### src/rtl/serial_subtractor.sv
// ============================================================================
// Module   : serial_subtractor
// Purpose  : Bit-serial A - B - BIN, LSB first, one bit per clock.
// Revision : 1.0  initial release
// ============================================================================
`default_nettype none

module serial_subtractor #(
    parameter int WIDTH = 8
) (
    input  logic             CLK,
    input  logic             RST_N,
    input  logic             START,
    input  logic [WIDTH-1:0] A,
    input  logic [WIDTH-1:0] B,
    input  logic             BIN,
    output logic             BUSY,
    output logic             DONE,
    output logic [WIDTH-1:0] D,
    output logic             BOUT
);

    localparam int                 CNT_W    = (WIDTH > 2) ? $clog2(WIDTH) : 1;
    localparam logic [CNT_W-1:0]   CNT_ONE  = CNT_W'(1);
    localparam logic [CNT_W-1:0]   CNT_LAST = CNT_W'(WIDTH - 1);

    typedef enum logic [1:0] {
        ST_IDLE = 2'd0,
        ST_RUN  = 2'd1,
        ST_FIN  = 2'd2
    } state_t;

    state_t             state_q, state_d;
    logic [WIDTH-1:0]   a_q, a_d;
    logic [WIDTH-1:0]   b_q, b_d;
    logic [WIDTH-1:0]   res_q, res_d;
    logic [WIDTH-1:0]   dout_q, dout_d;
    logic               c_q, c_d;
    logic               bout_q, bout_d;
    logic [CNT_W-1:0]   cnt_q, cnt_d;

    logic               w_bit;
    logic               w_borrow;
    logic [WIDTH-1:0]   w_res_shift;

    assign w_bit       = a_q[0] ^ b_q[0] ^ c_q;
    assign w_borrow    = (~a_q[0] & b_q[0]) | (~(a_q[0] ^ b_q[0]) & c_q);
    assign w_res_shift = {w_bit, res_q[WIDTH-1:1]};

    always_comb begin
        state_d = state_q;
        a_d     = a_q;
        b_d     = b_q;
        res_d   = res_q;
        c_d     = c_q;
        cnt_d   = cnt_q;
        dout_d  = dout_q;
        bout_d  = bout_q;

        case (state_q)
            ST_IDLE, ST_FIN: begin
                if (START) begin
                    a_d     = A;
                    b_d     = B;
                    c_d     = BIN;
                    res_d   = '0;
                    cnt_d   = '0;
                    state_d = ST_RUN;
                end else begin
                    state_d = ST_IDLE;
                end
            end
            ST_RUN: begin
                res_d = w_res_shift;
                a_d   = a_q >> 1;
                b_d   = b_q >> 1;
                c_d   = w_borrow;
                cnt_d = cnt_q + CNT_ONE;
                // Visible result only updates here, so D never shows a partial word.
                if (cnt_q == CNT_LAST) begin
                    dout_d  = w_res_shift;
                    bout_d  = w_borrow;
                    state_d = ST_FIN;
                end
            end
            default: state_d = ST_IDLE;
        endcase
    end

    always_ff @(posedge CLK or negedge RST_N) begin
        if (!RST_N) begin
            state_q <= ST_IDLE;
            a_q     <= '0;
            b_q     <= '0;
            res_q   <= '0;
            c_q     <= 1'b0;
            cnt_q   <= '0;
            dout_q  <= '0;
            bout_q  <= 1'b0;
        end else begin
            state_q <= state_d;
            a_q     <= a_d;
            b_q     <= b_d;
            res_q   <= res_d;
            c_q     <= c_d;
            cnt_q   <= cnt_d;
            dout_q  <= dout_d;
            bout_q  <= bout_d;
        end
    end

    assign BUSY = (state_q == ST_RUN);
    assign DONE = (state_q == ST_FIN);
    assign D    = dout_q;
    assign BOUT = bout_q;

endmodule

`default_nettype wire
### config.mk
export PLATFORM = sky130hd
export DESIGN_NAME = serial_subtractor
export DESIGN_NICKNAME = d
export VERILOG_FILES = /design/src/rtl/serial_subtractor.sv
export SDC_FILE = /design/constraint.sdc
export NUM_CORES = 1
export LEC_CHECK = 0
export BUFFER_PORTS_ARGS = -buffer_cell sky130_fd_sc_hd__buf_4
export CAP_MARGIN = 10
export CORE_MARGIN = 2
export CORE_UTILIZATION = 58
export CTS_BUF_LIST = sky130_fd_sc_hd__clkbuf_4
export CTS_CLUSTER_SIZE = 24
export DETAILED_ROUTE_END_ITERATION = 8
export PLACE_DENSITY = 0.94
export REMOVE_ABC_BUFFERS = 1
export SYNTH_ARGS = -nofsm -noshare
export SYNTH_HDL_FRONTEND = slang
export SYNTH_SLANG_ARGS = --single-unit
export TNS_END_PERCENT = 20
### constraint.sdc
create_clock -name CLK -period 1.9 [get_ports CLK]
set_clock_uncertainty 0.1 [all_clocks]
set_input_delay 0.095 -clock CLK [delete_from_list [all_inputs] [get_ports CLK]]
set_output_delay 0.095 -clock CLK [all_outputs]
set_load 0.005 [all_outputs]
# --- Word level (Yosys, flattened, before mapping) ---
# Index checks and enable logic that the tools add are counted.
classes:
  bitwise_logic: 7
  n_addsub: 1
  reduce_logical: 5
  mux: 13
  eq_ne: 5
ops:
  columns: ["op", "n"]
  rows:
  - ["$pmux 8 s2", 3]
  - ["$mux 8", 3]
  - ["$pmux 3 s2", 1]
  - ["$pmux 2 s2", 1]
  - ["$reduce_and 2->1", 2]
  - ["$add 3x1->3 const B", 1]
  - ["$eq 3x3->1 const B", 1]
  - ["$mux 3", 1]
  - ["$and 1x1->1", 2]
  - ["$eq 2x1->1 const B", 1]
  - ["$eq 2x2->1 const B", 1]
  - ["$logic_not 2->1", 1]
  - ["$mux 1", 2]
  - ["$mux 2", 1]
  - ["$ne 2x1->1 const B", 1]
  - ["$ne 2x2->1 const B", 1]
  - ["$not 1->1", 2]
  - ["$pmux 1 s2", 1]
  - ["$reduce_bool 2->1", 1]
  - ["$reduce_or 2->1", 1]
  - ["$xor 1x1->1", 2]
  - ["$or 1x1->1", 1]
totals:
  inputBits: 20
  out_inout_bits: 11
  register_bits: 39
  elab_cells: 39

# --- Logic depth before layout (Yosys ltp) ---
depth:
  depth_word: 5
  ltp_mapped: 6
  mapped_depth_nobuf: 5

# --- Least setup slack after synthesis ---
# Ideal clock, no wire load.
synth_timing:
  path_type: "register to register"
  from: "register cnt_q[0]"
  to: "register dout_q[1] (netlist: D[1])"
  setup_slack_ns: 0.380
  stages_incl_launch_ff: 6
  arrival_time_ns: 1.295
  n_path_buf: 1
  t_required_ns: 1.675
  setup_time_ns: 0.125
  path_cell_list: "dfrtp_1 -> ha_1 -> ha_1 -> nand3b_4 -> buf_6 -> mux2_4"
synth_via:
  elab_chain_len: 2
synth_lines:
  columns: ["element", "line", "text"]
  rows:
  - ["start, declared", "40", "logic [CNT_W-1:0] cnt_q, cnt_d;"]
  - ["start signal, assigned", "106", "cnt_q <= cnt_d;"]
  - ["$eq 3x3->1", "80", "if (cnt_q == CNT_LAST) begin"]
  - ["$reduce_and 2->1 (no line)", null, null]
  - ["end signal, assigned", "107", "dout_q <= dout_d;"]
  - ["end, declared", "37", "logic [WIDTH-1:0] dout_q, dout_d;"]
# Every way passes these cells.
# A chain may end at the register's enable or synchronous reset.

# --- Worst setup path in the final report ---
layout_timing:
  from: "register state_q[1]"
  to: "output port DONE"
layout_via:
  elab_chain_len: 1
layout_lines:
  columns: ["element", "line", "text"]
  rows:
  - ["start, declared", "33", "state_t state_q, state_d;"]
  - ["start signal, assigned", "101", "state_q <= state_d;"]
  - ["$eq 2x2->1", "113", "assign DONE = (state_q == ST_FIN);"]
  - ["end, declared", "18", "output logic DONE,"]
# Every way passes these cells.

==> run_results.csv <==
group,metric,value,unit
routing,route.detailed.wl_per_inst,14.2,microns
floorplan,io_pins,31,
finish,finalNonFillerCells,249,
grt,groute.usage.overall,22.1,%
synth,leading_area_contributor_after_synthesis,"dfrtp_1",
finish,layout.core_utilization,75.6,%
min_path,min_path_type,"in2reg",
clocking,postCtsSetupBuffers,0,
finish,area_delta_synth_final,22.5,%
timing,timing.hold.ws,22.8,ps
clocking,cts_root_buf,"clkbuf_4",
timing,timing.final.crit_period,1610,ps
clocking,cts.reportedPaths.clkPinSlew,110,ps
finish,nNetsFinal,227,
routing,detail_route.iter0.violations,34,
timing,final.period_utilization,84.6,%
power_and_ir_drop,cellPowerDensity,1370,nW/um^2
grt,antenna_violations_before_repair,0,
job,cap_viol_max_count,0,
critical_path,required,1700,ps
timing,finalSetupViolCount,0,
routing,drt_wl_total,3540,microns
synth,post_synth_main_area_contributors,"dfrtp_1 (50%), mux2i_1 (11%), mux2_4 (5.5%)",
timing,hold_viol,0,
finish,drive_above_1_share,25.4,%
critical_path,critPathLaunch,"state_q[1]",
critical_path,cp_data_arrival_time,1410,ps
routing,vias,1353,
timing,max-slew-margin-rel,69.3,%
timing,slew_violations,0,
grt,pin_count_of_the_biggest_net_entering_global_routing,39,
floorplan,start_util,61.7,%
critical_path,endpoint_kind,"output port",
finish,antenna_cells,0,
min_path,whs_endpoint,"b_q[0]",
critical_path,r2r_start,"cnt_q[0]",
min_path,hold_path_startpoint,"B[0]",
clocking,tritoncts.num_buffers,5,
routing,drt_drc_violations_left,0,
placement,dp.final_hpwl,2370,microns
floorplan,chipHeight,61.2,microns
power_and_ir_drop,power.ir.vdd_worst,0.664,mV
floorplan,core.rowCount,20,
timing,setup-tns-final,0,ps
clocking,tritoncts,"yes",
clocking,numClockSinks,38,
routing,drt_pre_antenna_iters,4,
placement,routabilityCongestion,0.800,
floorplan,chipWidth,61.2,microns
clocking,clockBufferDepth,2,
clocking,clock_latency,340,ps
routing,routed_via_density,5.43,
timing,grt_setup_unrepaired,"false",
grt,grt_pass1_wl,5980,microns
placement,numPortBuffers,30,
clocking,cts.htree.levels,2,
min_path,whs_path_depth,4,
synth,synth.yosys.warnings,0,
routing,detail-route-antenna-nets,0,
synth,syn-mean-instance-area,11.9,sq um
finish,non_filler_cell_area_final,2330,sq um
floorplan,fp.dieArea,3750,sq um
floorplan,core_region_area,3080,sq um
placement,post-place-cells,225,
critical_path,worstPathMaxFanout,17,
placement,placedInstanceArea,2120,sq um
synth,post-synth-top-area-fraction,50.1,%
synth,syn_area,1900,sq um
timing,tightest_slew,460,ps
critical_path,timing.rr.end,"D[0]",
power_and_ir_drop,total_leakage_power,1.08,nW
run_status,run_status,"complete, no violations",
critical_path,worst-r2r-setup-slack,320,ps
grt,grt_remaining_overflow,0,
grt,grt_pass1_vias,1386,
timing,clock.fmax,622,MHz
critical_path,worst_setup_path_start_kind,"flip-flop",
synth,syn_inst,159,
synth,ys_seq_elements,38,
critical_path,worst-setup-path-type,"reg2out",
synth,yosysUniqueCellTypes,27,
critical_path,worst_r2r_path_depth,4,
synth,ys_seq_area_share,50.1,%
synth_stat cells:
| library cell | number |
|---|---|
| mux2_2 | 1 |
| nor2b_1 | 13 |
| buf_4 | 4 |
| nand3_1 | 2 |
| o211a_1 | 2 |
| clkbuf_1 | 3 |
| o21ai_1 | 8 |
| mux2_1 | 1 |
| and3_1 | 1 |
| fa_1 | 1 |
| a211oi_1 | 12 |
| nand3b_4 | 1 |
| inv_1 | 3 |
| a21oi_1 | 15 |
| a22o_1 | 5 |
| mux2_4 | 7 |
| nor2_1 | 2 |
| a221o_1 | 1 |
| nand2_1 | 8 |
| dfrtp_1 | 38 |
| ha_1 | 2 |
| a21oi_4 | 1 |
| buf_2 | 1 |
| inv_2 | 2 |
| mux2i_1 | 20 |
| nor2b_4 | 1 |
| buf_6 | 4 |
power breakdown:
| group | switching [W] | total [W] | internal, W | leakage (nW) |
|---|---|---|---|---|
| Clock | 0.000246 | 0.000378 | 0.000132 | 0.0277 |
| Combinational | 0.000605 | 0.00134 | 0.000739 | 0.578 |
| Sequential | 0.000284 | 0.00146 | 0.00117 | 0.471 |
area by class of cell:
cell class	instances	area, sq um
inverters	5	18.8
repair buffers	50	415
flip-flops and latches	38	951
fillers	215	752
well taps	44	55.1
clock buffers	5	37.5
multi-input cells	104	837
clock inverters	3	11.3
flip-flops by register name, summed over array words and instances, names as in the netlist:
name     count
D            8
c_q          1
state_q      2
BOUT         1
cnt_q        3
res_q        7
a_q          8
b_q          8
metal layers:
metal	part of all wire, %	GRT usage, %	wire length (microns)
met1	43	26.9	1520
met2	51	38.0	1790
met3	4.8	6.09	170
met4	1.6	7.14	55
met5	0	0	0
worst max path at each step:
stage | endpoint | slack [ps] | depth (start not counted)
after detailed placement | D[0] | 330 | 4
after CTS | DONE | 300 | 3
after global routing | DONE | 190 | 3
after global placement | D[0] | 380 | 4
final | DONE | 290 | 3
after floorplan | D[0] | 4 | 2
layout by cell type (no fill, tap or decap):
cell type / n
dfrtp_1: 38
buf_4: 34
mux2i_1: 20
dlygate4sd3_1: 16
a21oi_1: 15
nor2b_1: 13
a211oi_1: 12
o21ai_1: 8
nand2_1: 8
mux2_4: 7
a22o_1: 5
clkbuf_4: 5
inv_1: 3
clkinv_1: 3
inv_2: 2
nand3_1: 2
nor2_1: 2
o211a_1: 2
ha_1: 2
nor2b_4: 1
nand3b_4: 1
a21oi_4: 1
and3_1: 1
a221o_1: 1
mux2_1: 1
mux2_2: 1
fa_1: 1
critical path, stage by stage, from the launching register on:
cell and delay, ps:
dfrtp_1 450, buf_4 300, nor2b_1 190, buf_4 120
cell families after synthesis:
kind of cell,count (synthesis),share of synthesized area (%)
AOI/OAI and AO/OA,44,15.6
DFF,38,50.1
muxes,29,17.3
and+or+nand+nor,28,8.90
buffers and inverters,17,5.80
adders and majority gates,3,2.37
timing repair:
item                                   4_1_cts  5_1_grt
resized for setup                            0        0
endpoints found under the hold margin       53        0
hold buffers                                16        0
through the flow:
| step | total power (W) | worst slack, ps |
|---|---|---|
| 2_1_floorplan | 0.00232 | 4.29 |
| 3_3_place_gp | 0.00269 | 375 |
| 3_5_place_dp | 0.00280 | 333 |
| 4_1_cts | 0.00322 | 301 |
| 5_1_grt | 0.00345 | 191 |
| 6_report | 0.00318 | 292 |
Note: power is estimated with default switching activity, not from simulation.
